==> src/rtl/mem_lsu_ctrl_pkg.sv <==
// Shared definitions for the MEM-stage load/store unit: funct3 codes, FSM
// state encoding, exception causes and small op-classification helpers.
package mem_lsu_ctrl_pkg;

    // funct3 encodings for loads and stores
    localparam logic [2:0] F3_B  = 3'b000;
    localparam logic [2:0] F3_H  = 3'b001;
    localparam logic [2:0] F3_W  = 3'b010;
    localparam logic [2:0] F3_BU = 3'b100;
    localparam logic [2:0] F3_HU = 3'b101;

    // Exception cause codes
    localparam logic [3:0] CAUSE_LD_MIS   = 4'd4;
    localparam logic [3:0] CAUSE_LD_FAULT = 4'd5;
    localparam logic [3:0] CAUSE_ST_MIS   = 4'd6;
    localparam logic [3:0] CAUSE_ST_FAULT = 4'd7;

    typedef enum logic [1:0] {
        StIdle  = 2'd0,
        StReq   = 2'd1,
        StWaitR = 2'd2,
        StDone  = 2'd3
    } lsu_state_e;

    // Loads accept B/H/W/BU/HU; stores only B/H/W.
    function automatic logic is_valid_op(input logic we, input logic [2:0] f3);
        logic ok;
        ok = 1'b0;
        if (we) begin
            ok = (f3 == F3_B) || (f3 == F3_H) || (f3 == F3_W);
        end else begin
            ok = (f3 == F3_B) || (f3 == F3_H) || (f3 == F3_W) ||
                 (f3 == F3_BU) || (f3 == F3_HU);
        end
        return ok;
    endfunction

    // Halfwords need an even address, words a 4-byte aligned one.
    function automatic logic is_misaligned(input logic [2:0] f3, input logic [1:0] off);
        logic mis;
        mis = 1'b0;
        case (f3[1:0])
            2'b01:   mis = off[0];
            2'b10:   mis = (off != 2'b00);
            default: mis = 1'b0;
        endcase
        return mis;
    endfunction

endpackage

==> src/rtl/mem_lsu_align.sv <==
// Combinational lane logic: byte enables and replicated store data for the
// outgoing bus word, and byte/half extraction with extension for loads.
module mem_lsu_align
    import mem_lsu_ctrl_pkg::*;
(
    input  logic [2:0]  funct3_i,
    input  logic [1:0]  off_i,
    input  logic [31:0] wdata_i,
    input  logic [31:0] rdata_i,
    output logic [3:0]  be_o,
    output logic [31:0] wdata_o,
    output logic [31:0] ld_data_o
);

    logic [31:0] lane;

    // Shift the addressed byte/half down to bit 0
    assign lane = rdata_i >> {off_i, 3'b000};

    // Store lane replication and byte enables
    always_comb begin
        be_o    = 4'b0000;
        wdata_o = 32'h0;
        unique case (funct3_i[1:0])
            2'b00: begin
                be_o    = 4'b0001 << off_i;
                wdata_o = {4{wdata_i[7:0]}};
            end
            2'b01: begin
                be_o    = 4'b0011 << off_i;
                wdata_o = {2{wdata_i[15:0]}};
            end
            default: begin
                be_o    = 4'b1111;
                wdata_o = wdata_i;
            end
        endcase
    end

    // Load extension
    always_comb begin
        ld_data_o = rdata_i;
        unique case (funct3_i)
            F3_B:    ld_data_o = {{24{lane[7]}}, lane[7:0]};
            F3_H:    ld_data_o = {{16{lane[15]}}, lane[15:0]};
            F3_BU:   ld_data_o = {24'h0, lane[7:0]};
            F3_HU:   ld_data_o = {16'h0, lane[15:0]};
            default: ld_data_o = rdata_i;
        endcase
    end

endmodule

==> src/rtl/mem_lsu_ctrl.sv <==
// MEM-stage load/store sequencer: runs a req/gnt/rvalid bus handshake for one
// op per instruction, stalls the pipeline until done, and reports misaligned
// and bus-timeout exceptions.
module mem_lsu_ctrl
    import mem_lsu_ctrl_pkg::*;
#(
    parameter int unsigned TIMEOUT_CYC = 16,
    parameter int unsigned CNT_W       = 5
) (
    input  logic        clk,
    input  logic        rst,
    input  logic        mem_req_i,
    input  logic        mem_we_i,
    input  logic [2:0]  mem_funct3_i,
    input  logic [31:0] mem_addr_i,
    input  logic [31:0] mem_wdata_i,
    input  logic        flush_i,
    output logic        stallreq_o,
    output logic        ld_valid_o,
    output logic [31:0] ld_data_o,
    output logic        exc_o,
    output logic [3:0]  exc_cause_o,
    output logic        dbus_req_o,
    output logic        dbus_we_o,
    output logic [31:0] dbus_addr_o,
    output logic [3:0]  dbus_be_o,
    output logic [31:0] dbus_wdata_o,
    input  logic        dbus_gnt_i,
    input  logic        dbus_rvalid_i,
    input  logic [31:0] dbus_rdata_i
);

    localparam logic [CNT_W-1:0] TmoLast = CNT_W'(TIMEOUT_CYC - 1);

    lsu_state_e       state_q, state_d;
    logic [CNT_W-1:0] cnt_q, cnt_d;
    logic             kill_q, kill_d;
    logic             to_q, to_d;
    logic             we_q;
    logic [2:0]       funct3_q;
    logic [1:0]       off_q;
    logic [29:0]      addr_q;
    logic [3:0]       be_q;
    logic [31:0]      wdata_q;
    logic [31:0]      ld_data_q;
    logic             latch, ld_cap;

    logic [2:0]  al_funct3;
    logic [1:0]  al_off;
    logic [3:0]  al_be;
    logic [31:0] al_wdata, al_ld_data;

    logic op_ok, op_mis, tmo;

    assign op_ok  = is_valid_op(mem_we_i, mem_funct3_i);
    assign op_mis = is_misaligned(mem_funct3_i, mem_addr_i[1:0]);
    assign tmo    = (cnt_q >= TmoLast);

    // Incoming op drives the lane logic in IDLE; afterwards the latched op does
    assign al_funct3 = (state_q == StIdle) ? mem_funct3_i : funct3_q;
    assign al_off    = (state_q == StIdle) ? mem_addr_i[1:0] : off_q;

    mem_lsu_align u_align (
        .funct3_i  (al_funct3),
        .off_i     (al_off),
        .wdata_i   (mem_wdata_i),
        .rdata_i   (dbus_rdata_i),
        .be_o      (al_be),
        .wdata_o   (al_wdata),
        .ld_data_o (al_ld_data)
    );

    // FSM next state and handshake/pipeline outputs
    always_comb begin
        state_d     = state_q;
        cnt_d       = cnt_q;
        kill_d      = kill_q;
        to_d        = to_q;
        latch       = 1'b0;
        ld_cap      = 1'b0;
        stallreq_o  = 1'b0;
        ld_valid_o  = 1'b0;
        exc_o       = 1'b0;
        exc_cause_o = 4'h0;
        dbus_req_o  = 1'b0;
        unique case (state_q)
            StIdle: begin
                // rst gating keeps outputs quiet while reset is held
                if (rst && mem_req_i && !flush_i && op_ok) begin
                    if (op_mis) begin
                        exc_o       = 1'b1;
                        exc_cause_o = mem_we_i ? CAUSE_ST_MIS : CAUSE_LD_MIS;
                    end else begin
                        stallreq_o = 1'b1;
                        latch      = 1'b1;
                        cnt_d      = '0;
                        kill_d     = 1'b0;
                        to_d       = 1'b0;
                        state_d    = StReq;
                    end
                end
            end
            StReq: begin
                stallreq_o = 1'b1;
                dbus_req_o = 1'b1;
                cnt_d      = cnt_q + 1'b1;
                if (dbus_gnt_i) begin
                    if (flush_i) begin
                        kill_d = 1'b1;
                    end
                    state_d = we_q ? StDone : StWaitR;
                end else if (flush_i) begin
                    state_d = StIdle;
                end else if (tmo) begin
                    to_d    = 1'b1;
                    state_d = StDone;
                end
            end
            StWaitR: begin
                stallreq_o = 1'b1;
                cnt_d      = cnt_q + 1'b1;
                if (flush_i) begin
                    kill_d = 1'b1;
                end
                if (dbus_rvalid_i) begin
                    ld_cap  = 1'b1;
                    state_d = StDone;
                end else if (tmo) begin
                    to_d    = 1'b1;
                    state_d = StDone;
                end
            end
            StDone: begin
                if (!kill_q && !flush_i) begin
                    if (to_q) begin
                        exc_o       = 1'b1;
                        exc_cause_o = we_q ? CAUSE_ST_FAULT : CAUSE_LD_FAULT;
                    end else if (!we_q) begin
                        ld_valid_o = 1'b1;
                    end
                end
                state_d = StIdle;
            end
            default: state_d = StIdle;
        endcase
    end

    // Bus signals come from the latched op and are zero outside REQ
    assign dbus_we_o    = dbus_req_o & we_q;
    assign dbus_addr_o  = dbus_req_o ? {addr_q, 2'b00} : 32'h0;
    assign dbus_be_o    = dbus_req_o ? be_q : 4'h0;
    assign dbus_wdata_o = dbus_req_o ? wdata_q : 32'h0;
    assign ld_data_o    = ld_valid_o ? ld_data_q : 32'h0;

    // FSM state, timeout counter and kill/timeout flags
    always_ff @(posedge clk or negedge rst) begin
        if (!rst) begin
            state_q <= StIdle;
            cnt_q   <= '0;
            kill_q  <= 1'b0;
            to_q    <= 1'b0;
        end else begin
            state_q <= state_d;
            cnt_q   <= cnt_d;
            kill_q  <= kill_d;
            to_q    <= to_d;
        end
    end

    // Op latch on acceptance and load-data capture on rvalid
    always_ff @(posedge clk or negedge rst) begin
        if (!rst) begin
            we_q      <= 1'b0;
            funct3_q  <= 3'h0;
            off_q     <= 2'h0;
            addr_q    <= 30'h0;
            be_q      <= 4'h0;
            wdata_q   <= 32'h0;
            ld_data_q <= 32'h0;
        end else begin
            if (latch) begin
                we_q     <= mem_we_i;
                funct3_q <= mem_funct3_i;
                off_q    <= mem_addr_i[1:0];
                addr_q   <= mem_addr_i[31:2];
                be_q     <= al_be;
                wdata_q  <= al_wdata;
            end
            if (ld_cap) begin
                ld_data_q <= al_ld_data;
            end
        end
    end

endmodule

==> config.mk <==
export PLATFORM = sky130hd
export DESIGN_NAME = mem_lsu_ctrl
export DESIGN_NICKNAME = d
export VERILOG_FILES = /design/src/rtl/mem_lsu_ctrl_pkg.sv /design/src/rtl/mem_lsu_align.sv /design/src/rtl/mem_lsu_ctrl.sv
export SDC_FILE = /design/constraint.sdc
export NUM_CORES = 1
export LEC_CHECK = 0
export BUFFER_PORTS_ARGS = -buffer_cell sky130_fd_sc_hd__buf_2
export CAP_MARGIN = 20
export CORE_UTILIZATION = 50
export CTS_CLUSTER_SIZE = 30
export DETAILED_ROUTE_END_ITERATION = 7
export GPL_TIMING_DRIVEN = 1
export PLACE_DENSITY_LB_ADDON = 0.08
export SYNTH_ARGS = -nofsm -noshare
export SYNTH_HDL_FRONTEND = slang
export SYNTH_SLANG_ARGS = --single-unit
==> constraint.sdc <==
create_clock -name clk -period 3.1 [get_ports clk]
set_input_delay 0.155 -clock clk [delete_from_list [all_inputs] [get_ports clk]]
set_output_delay 0.155 -clock clk [all_outputs]
set_load 0.03 [all_outputs]
Word-level counts from Yosys, hierarchy flattened --
Cells that the tools add are included.
Operators by class: $add $sub $neg 1, magnitude comparators 1, equal/unequal tests 19, shift operators 3, mux-type cells 55, bitwise operators 1, reductions and logical operators 22
Operator list (count):
- 32-bit one-hot mux with 4 select lines | 1
- 32-bit two-way mux | 3
- 32-bit one-hot mux with 2 select lines | 1
- 32-bit by 5-bit >> shifter with 16-bit output | 1
- 1-bit two-way mux | 24
- 2-bit two-way mux | 9
- 3-bit two-way mux | 5
- 3-bit == test, second input constant | 4
- 5-bit two-way mux | 2
- 2-bit inequality test, second input constant | 5
- 5-bit one-hot mux with 2 select lines | 1
- 2-bit one-hot mux with 4 select lines | 1
- 4-bit one-hot mux with 2 select lines | 1
- 2-bit by 1-bit == test with 1-bit output, second input constant | 3
- 2-bit == test, second input constant | 3
- 3-bit by 1-bit == test with 1-bit output, second input constant | 2
- 3-bit zero test | 2
- 1-bit one-hot mux with 2 select lines | 3
- 1-bit one-hot mux with 3 select lines | 2
- 3-bit one-hot mux with 2 select lines | 1
- 6-bit AND reduction | 1
- 5-bit by 1-bit adder with 5-bit output, second input constant | 1
- 5-bit by 4-bit greater-or-equal comparator with 1-bit output, second input constant | 1
- 1-bit logical AND | 4
- 15 further kinds | 21
Word-level totals: register bits after elaboration 113, output and inout bits 109

Longest topological paths before layout --
Gate-level depths: netlist of the first run.
depth after elaboration 9, gate-level depth with buffers 10

Hierarchy --
Synthesis of the first run repeated with hierarchy kept, for this count alone.
Second synthesis, totals: cell total of the unflattened synthesis 630, area total of the unflattened synthesis 6705.2 um2
By module, submodules not included:
- mem_lsu_ctrl | instances 1, cells each 434, area each 5345.1 um2
- mem_lsu_align | instances 1, cells each 196, area each 1360.1 um2

Least setup slack after synthesis of the first run --
No wires, ideal clock.
path kind register to output, start register state_q[1], end output exc_cause_o[2], arrival 2.409 ns, data required time 2.945 ns, slack 0.536 ns, cell stages (with the launch flop) 6, cell sequence dfrtp_1 -> ha_1 -> or3b_2 -> nor3b_1 -> or2_2 -> buf_4
On the way: word-level cells in the longest chain between the ends 2, elaborated cells on any way between the ends 3, those cells by class 1 x eq/ne; 1 x mux; 1 x reduce/logical
RTL lines:
- from (decl) | line mem_lsu_ctrl.sv:35 | lsu_state_e state_q, state_d;
- from (signal assigned) | line mem_lsu_ctrl.sv:158 | state_q <= StIdle;
- from (signal assigned) | line mem_lsu_ctrl.sv:163 | state_q <= state_d;
- 2-bit == test / 2-bit zero test (equally long branches) | line mem_lsu_ctrl.sv:86 | unique case (state_q)
- 3-bit one-hot mux with 2 select lines * | line mem_lsu_ctrl.sv:86
- to (decl) | line mem_lsu_ctrl.sv:22 | output logic [3:0] exc_cause_o,
Mark *: on every way between the ends. The rest lies on a longest branch, timed or not.

Final worst setup path of the first run --
start register state_q[0], end output stallreq_o
On the way: word-level cells in the longest chain between the ends 3, elaborated cells on any way between the ends 5, those cells by class 2 x eq/ne; 1 x mux; 2 x reduce/logical
RTL lines:
- 2-bit == test / 2-bit by 1-bit == test with 1-bit output (equally long branches) | line mem_lsu_ctrl.sv:86
- 2-bit OR reduction (no line)
- 1-bit one-hot mux with 2 select lines * | line mem_lsu_ctrl.sv:86
- to (decl) | line mem_lsu_ctrl.sv:18 | output logic stallreq_o,
Marks and branches as above.

==> results of run 1 <==
## layout by cell type (no fill, tap or decap), drive strengths merged, types with 2 or more instances in the layout
master         n
a2bb2oi       16
a222oi         7
dlygate4sd3   42
ha            10
or3b           2
o211ai         2
mux2           4
o2bb2ai        2
conb           3
inv           12
clkbuf        21
and3           4
clkinv         4
nor2b          2
a21oi         52
a41oi          3
a22o           4
or3            2
a211oi         3
clkinvlp       5
o21ai         42
and4b          2
a31oi         12
dfrtp        113
nand2        199
and2         105
nand3b         2
nor2          42
o22ai          7
nor3           3
buf          227
nand2b         3
mux2i         21
## cell type report
class	instances	area, um2	area share (%)
sequential	113	2830	33.1
clock buffer	21	460	5.38
inverter	12	45.0	0.527
multi-input combinational	574	3320	38.8
tap	172	215	2.52
clock inverter	10	87.6	1.02
timing repair buffer	269	1600	18.7
## metal layers
metal / global-route usage, % / up-vias
met3: 8.21 / 20
li1: - / 2984
met5: 0 / -
met4: 8.83 / 2
met2: 48.5 / 270
met1: 35.9 / 3007
## timing repair
| action | CTS | global route |
|---|---|---|
| gates resized for setup | 0 | 1 |
| hold endpoints to repair | 77 | 0 |
| hold buffers | 42 | 0 |
| setup endpoints to repair | 0 | 1 |
## power by group through the flow
stage | Sequential [mW] | Combinational (mW) | Clock (mW)
floorplan | 2.48 | 3.02 | 0
global placement | 2.59 | 3.81 | 0
detailed placement | 2.63 | 3.92 | 0
CTS | 2.62 | 3.96 | 1.84
global route | 2.72 | 4.38 | 1.90
finish | 2.64 | 3.97 | 1.82
## per-stage QoR
| step | power (mW) | hold slack [ns] | setup slack [ns] | std cells | util, % |
|---|---|---|---|---|---|
| 3_3_place_gp | 6.39 | 0.262 | 0.427 | 1098 | 60.3 |
| 3_5_place_dp | 6.54 | 0.265 | 0.294 | 1098 | 60.3 |
| 5_1_grt | 9.01 | 0.0142 | 0.188 | 1171 | 68.1 |
| 2_1_floorplan | 5.49 | -0.141 | 0.536 | 751 | - |
| 4_1_cts | 8.43 | 0.00259 | 0.0344 | 1171 | 68.0 |
| 6_report | 8.43 | 0.0122 | 0.305 | 1171 | 68.1 |
## cell families after synthesis
kind of cell / share of synthesized area, %
AOI/OAI and AO/OA: 17.5
adders and majority gates: 1.94
buffers and inverters: 4.89
DFF: 43.9
muxes: 4.15
other: 0.0582
and+or+nand+nor: 27.6
## path summary, 6_finish.rpt
check	to	from	slack (ns)	cells after the start
max	stallreq_o	state_q[0]	0.31	6
min	wdata_q[17]	mem_wdata_i[17]	0.01	3
max reg2reg	ld_data_q[21]	state_q[0]	0.50	8
min reg2reg	addr_q[15]	addr_q[15]	0.47	2
max in group asynchronous	wdata_q[2]	rst	1.39	4
min in group asynchronous	cnt_q[0]	rst	0.38	3
## flip-flops by register name, summed over array words and instances (netlist names)
register,cells
ld_data_q,32
we_q,1
addr_q,30
off_q,2
funct3_q,3
state_q,2
to_q,1
be_q,4
kill_q,1
wdata_q,32
cnt_q,5
## critical path, stage by stage, from the launching register on
cell and delay (ns):
dfrtp_1 0.42, inv_1 0.13, ha_2 0.43, inv_2 0.15, or4_2 0.73, a21oi_1 0.16
buf_2 0.22
## synth_stat cells, types with 2 or more instances
master / n / area (um2)
buf_6: 4 / 45.0
a211oi_1: 2 / 15.0
and3_1: 4 / 25.0
or3_1: 2 / 12.5
a21oi_1: 42 / 210
nand3b_1: 2 / 15.0
and4b_1: 2 / 20.0
o22ai_1: 7 / 43.8
dfrtp_1: 113 / 2830
nor2b_1: 2 / 12.5
o21ai_2: 2 / 17.5
and2_1: 104 / 651
a21oi_2: 10 / 87.6
buf_4: 6 / 45.0
a222oi_1: 7 / 70.1
a22o_1: 4 / 35.0
o21ai_1: 24 / 120
nor3_1: 2 / 10.0
a2bb2oi_1: 15 / 131
o21ai_0: 16 / 80.1
a31oi_1: 12 / 75.1
buf_2: 18 / 90.1
clkbuf_1: 24 / 90.1
ha_1: 10 / 125
a41oi_1: 3 / 26.3
mux2_2: 4 / 45.0
nand2_1: 199 / 747
nand2b_1: 3 / 18.8
mux2i_1: 20 / 200
inv_1: 11 / 41.3
nor2_1: 42 / 158
==> impl_metrics.json, run 1 <==
{
  "status": "complete, no violations",
  "path_clk_slew_ns": 0.05,
  "area_growth_pct": 32.7,
  "cts_made_buffers": 17,
  "cts_tree": "built",
  "routabilityCongestion": 0.832,
  "p_sw_mw": 3.61,
  "met2_length_um": 9300,
  "globalRoute.totalOverflow": 0,
  "antenna_cells": 0,
  "die_h_um": 116,
  "antenna_left": 0,
  "max_cap_viol_count": 0,
  "clk_latency_ns": 0.42,
  "p_comb_share_pct": 47.1,
  "vias": 6283,
  "fin_area_um2": 8550,
  "cts_root_buf": "clkbuf_16",
  "synth_edf_count": 0,
  "worstMarginPinSlew_ns": 0.969,
  "worstSetupStartpointType": "register",
  "slew-limit-headroom_pct": 35.4,
  "dr.pass1.iters": 5,
  "vias_per_cell": 5.37,
  "fmax_mhz": 358,
  "wl_per_cell_um": 15.9,
  "slew_violations": 0,
  "cp_max_fo": 17,
  "place_area_um2": 7580,
  "swShare_pct": 42.9,
  "synth_flop_cell": "dfrtp_1",
  "setup.worst_path.end_class": "primary output",
  "cts_buffer_depth": 2,
  "dieArea_um2": 13300,
  "finalSetupViolations": 0,
  "yosysWarnings": 0,
  "post_cts_buffers": 0,
  "p_leak_nw": 4.49,
  "ys_seq_area_share_pct": 43.9,
  "wirelength_um": 18700,
  "rsz0062_at_grt": "false",
  "num_rows": 41,
  "syn-cell-area_um2": 6440,
  "clock_sinks": 113,
  "critPathKind": "register to primary output",
  "drc": 0,
  "crit_required_ns": 2.94,
  "ys_seq_elements": 113,
  "peakVddDrop_mv": 0.476,
  "start_util_pct": 51.3,
  "syn-instance-count": 749,
  "finalCritPeriodShare_pct": 90.1,
  "clock-skew-final_ns": 0.0102,
  "drt-met1-wl_um": 7680,
  "p_seq_share_pct": 31.3,
  "io_pins": 215,
  "grt_max_degree": 78,
  "grt_pass1_vias": 6081,
  "dp_hpwl_um": 12400,
  "min_period_ns": 2.79,
  "core_um2": 12600,
  "met3_length_um": 1460,
  "grt_pass1_wl_um": 29500,
  "synthArstFlopShare_pct": 100,
  "clkPwrFrac_pct": 21.6,
  "tns_ns": 0,
  "hold_viol": 0,
  "cts_max_level": 4,
  "intPower_mw": 4.81,
  "arrival_ns": 2.64,
  "drt_iter0_drc": 571,
  "ys_types": 64,
  "fillers": 1042,
  "antenna_found_initial": 1,
  "hold_path_class": "input pin to register",
  "port_buffers": 211,
  "die-width_um": 116,
  "top_layer": "met5",
  "fin_nets": 1103,
  "avgSynthCellArea_um2": 8.60,
  "pwr_density_cell_nw_per_um2": 985,
  "final_layout_size_suffix_gt1_share_pct": 29.2,
  "grt_usage_pct": 28.8
}
No activity file was read; power rests on OpenSTA's default activity.
==> run 2, diff against run 1 <==
Settings changed: CAP_MARGIN 20 to unset, CTS_BUF_LIST set to sky130_fd_sc_hd__clkbuf_2.
==> run 2 against run 1 <==
  * Core utilization rose by 4.5 points
  * Worst hold slack better by 0.045 ns
  * Largest cell class unchanged
  * Die area is the same
  * Non-clock buffer count is 91 higher
  * Via count rose by 6.2%
==> impl_metrics.json, run 2 (same netlist as run 1, synthesis figures left out) <==
{
  "r2r-end": "ld_data_q[13]",
  "fmax_mhz": 338,
  "status": "complete, no violations",
  "pwr_density_cell_nw_per_um2": 867,
  "routabilityCongestion": 0.832,
  "die_h_um": 116,
  "finalCritPeriodShare_pct": 95.3,
  "crit_required_ns": 2.94,
  "fin_nets": 1194,
  "critical_path.top_delay_family": "simple AND/OR/NAND/NOR gates",
  "dr.pass1.iters": 7,
  "worstSetupStartpointType": "register",
  "slew-limit-headroom_pct": 36.0,
  "io_pins": 215,
  "drt_iter0_drc": 669,
  "r2r_start": "state_q[0]",
  "wirelength_um": 20100,
  "area_growth_pct": 41.5,
  "antenna_found_initial": 0,
  "dp_hpwl_um": 12400,
  "cts_tree": "built",
  "min_period_ns": 2.96,
  "cp_max_fo": 17,
  "layout_common_cells": "buf_2 (210), nand2_1 (199), dlygate4sd3_1 (133)",
  "layout_setup_ws_ns": 0.145,
  "clk_latency_ns": 0.69,
  "globalRoute.totalOverflow": 0,
  "cts_root_buf": "clkbuf_2",
  "setup.worst_path.end_class": "primary output",
  "hold_path_class": "input pin to async pin",
  "peakVddDrop_mv": 0.499,
  "fillers": 967,
  "place_area_um2": 7580,
  "crit_path_cell_trace": "inv_1, ha_4, inv_2, or4_2, a21oi_1, buf_2",
  "path_clk_slew_ns": 0.17,
  "die-width_um": 116,
  "antenna_left": 0,
  "grt_max_degree": 78,
  "final_layout_size_suffix_gt1_share_pct": 26.9,
  "critPathBufInv": 3,
  "port_buffers": 211,
  "finalSetupViolations": 0,
  "hold_viol": 0,
  "crit_slowest_cell": "or4_2",
  "clock_sinks": 113,
  "worstMarginPinSlew_ns": 0.961,
  "slew_violations": 0,
  "p_leak_nw": 4.73,
  "largestRegisters": "ld_data_q: 32 flops, wdata_q: 32 flops, addr_q: 30 flops",
  "antenna_cells": 0,
  "timing.hold.ws_ns": 0.0576,
  "max_cap_viol_count": 0,
  "tns_ns": 0,
  "clock-skew-final_ns": 0.0109,
  "grt_usage_pct": 30.9,
  "rsz0062_at_grt": "false",
  "dieArea_um2": 13300,
  "vias": 6675,
  "vias_per_cell": 5.29,
  "total_power_mw": 7.91,
  "grt_pass1_wl_um": 31700,
  "drc": 0,
  "cts_made_buffers": 17,
  "arrival_ns": 2.80,
  "regToRegSetupSlack_ns": 0.21,
  "cts_max_level": 4,
  "core_um2": 12600,
  "place_ws_ns": 0.294,
  "r2r_cells": 8,
  "fin_area_um2": 9120,
  "post_cts_buffers": 0,
  "max_stage_delay_ns": 0.72,
  "start_util_pct": 51.3,
  "wl_per_cell_um": 15.9,
  "final_common_cell": "buf_2",
  "critPathKind": "register to primary output",
  "grt_pass1_vias": 6715,
  "num_rows": 41,
  "cts_buffer_depth": 2
}
[run 2: cell types whose count changed in the layout (fill, tap and decap cells not counted), sizes merged]
cell and delta:
dlygate4sd3 +91, clkbuf -2, clkinv +2
[run 2: metal layers]
metal / track usage [%] / part of all wire (%) / vias to the layer above
li1: - / - / 3168
met1: 37.1 / 40 / 3148
met2: 52.7 / 50 / 303
met3: 7.01 / 6.9 / 56
met4: 14.5 / 3.1 / 0
met5: 0 / 0 / -
[run 2: worst max-delay path by stage]
| stage | startpoint | endpoint | slack (ns) | cells after the start |
|---|---|---|---|---|
| floorplan | state_q[1] | exc_cause_o[2] | 0.54 | 5 |
| global placement | state_q[0] | wdata_q[27] | 0.43 | 7 |
| detailed placement | state_q[0] | wdata_q[10] | 0.29 | 7 |
| CTS | state_q[0] | stallreq_o | 0.05 | 6 |
| global route | state_q[0] | stallreq_o | 0.009 | 6 |
| finish | state_q[0] | stallreq_o | 0.14 | 6 |
[run 2: per-stage QoR]
step                      std cells  utilization (%)
final                          1262             72.6
after global routing           1262             72.6
after CTS                      1262             72.5
after detailed placement       1098             60.3
after global placement         1098             60.3
after floorplan                 751                -
[run 2: power breakdown]
group	switching (mW)	internal [mW]	total [mW]	leakage, nW
registers	0.438	2.18	2.62	1.40
logic	2.59	1.84	4.43	3.22
clock network	0.586	0.277	0.863	0.113
total	3.61	4.30	7.91	4.73
[run 2: cell type report]
type	instances	area, um2	area share [%]
clock buffer	19	95.1	1.04
clock inverter	12	95.1	1.04
inverter	12	45.0	0.494
multi-input combinational	574	3330	36.6
sequential	113	2830	31.0
tap	172	215	2.36
timing repair buffer	360	2510	27.5
[run 2: worst register-to-register path, cell delays in order, from the launching register on]
cell,delay [ns]
dfrtp_1,0.46
inv_1,0.15
ha_4,0.29
mux2_2,0.48
nor2_1,0.19
o211ai_2,0.15
o21ai_2,0.36
a2bb2oi_1,0.21
dlygate4sd3_1,0.56
[run 2: repair_timing]
| action | 4_1_cts | 5_1_grt |
|---|---|---|
| endpoints found under the setup margin | 1 | 4 |
| hold endpoints to repair | 142 | 0 |
| hold buffers | 133 | 0 |
| gates resized for setup | 2 | 1 |
| pin swaps | 0 | 1 |
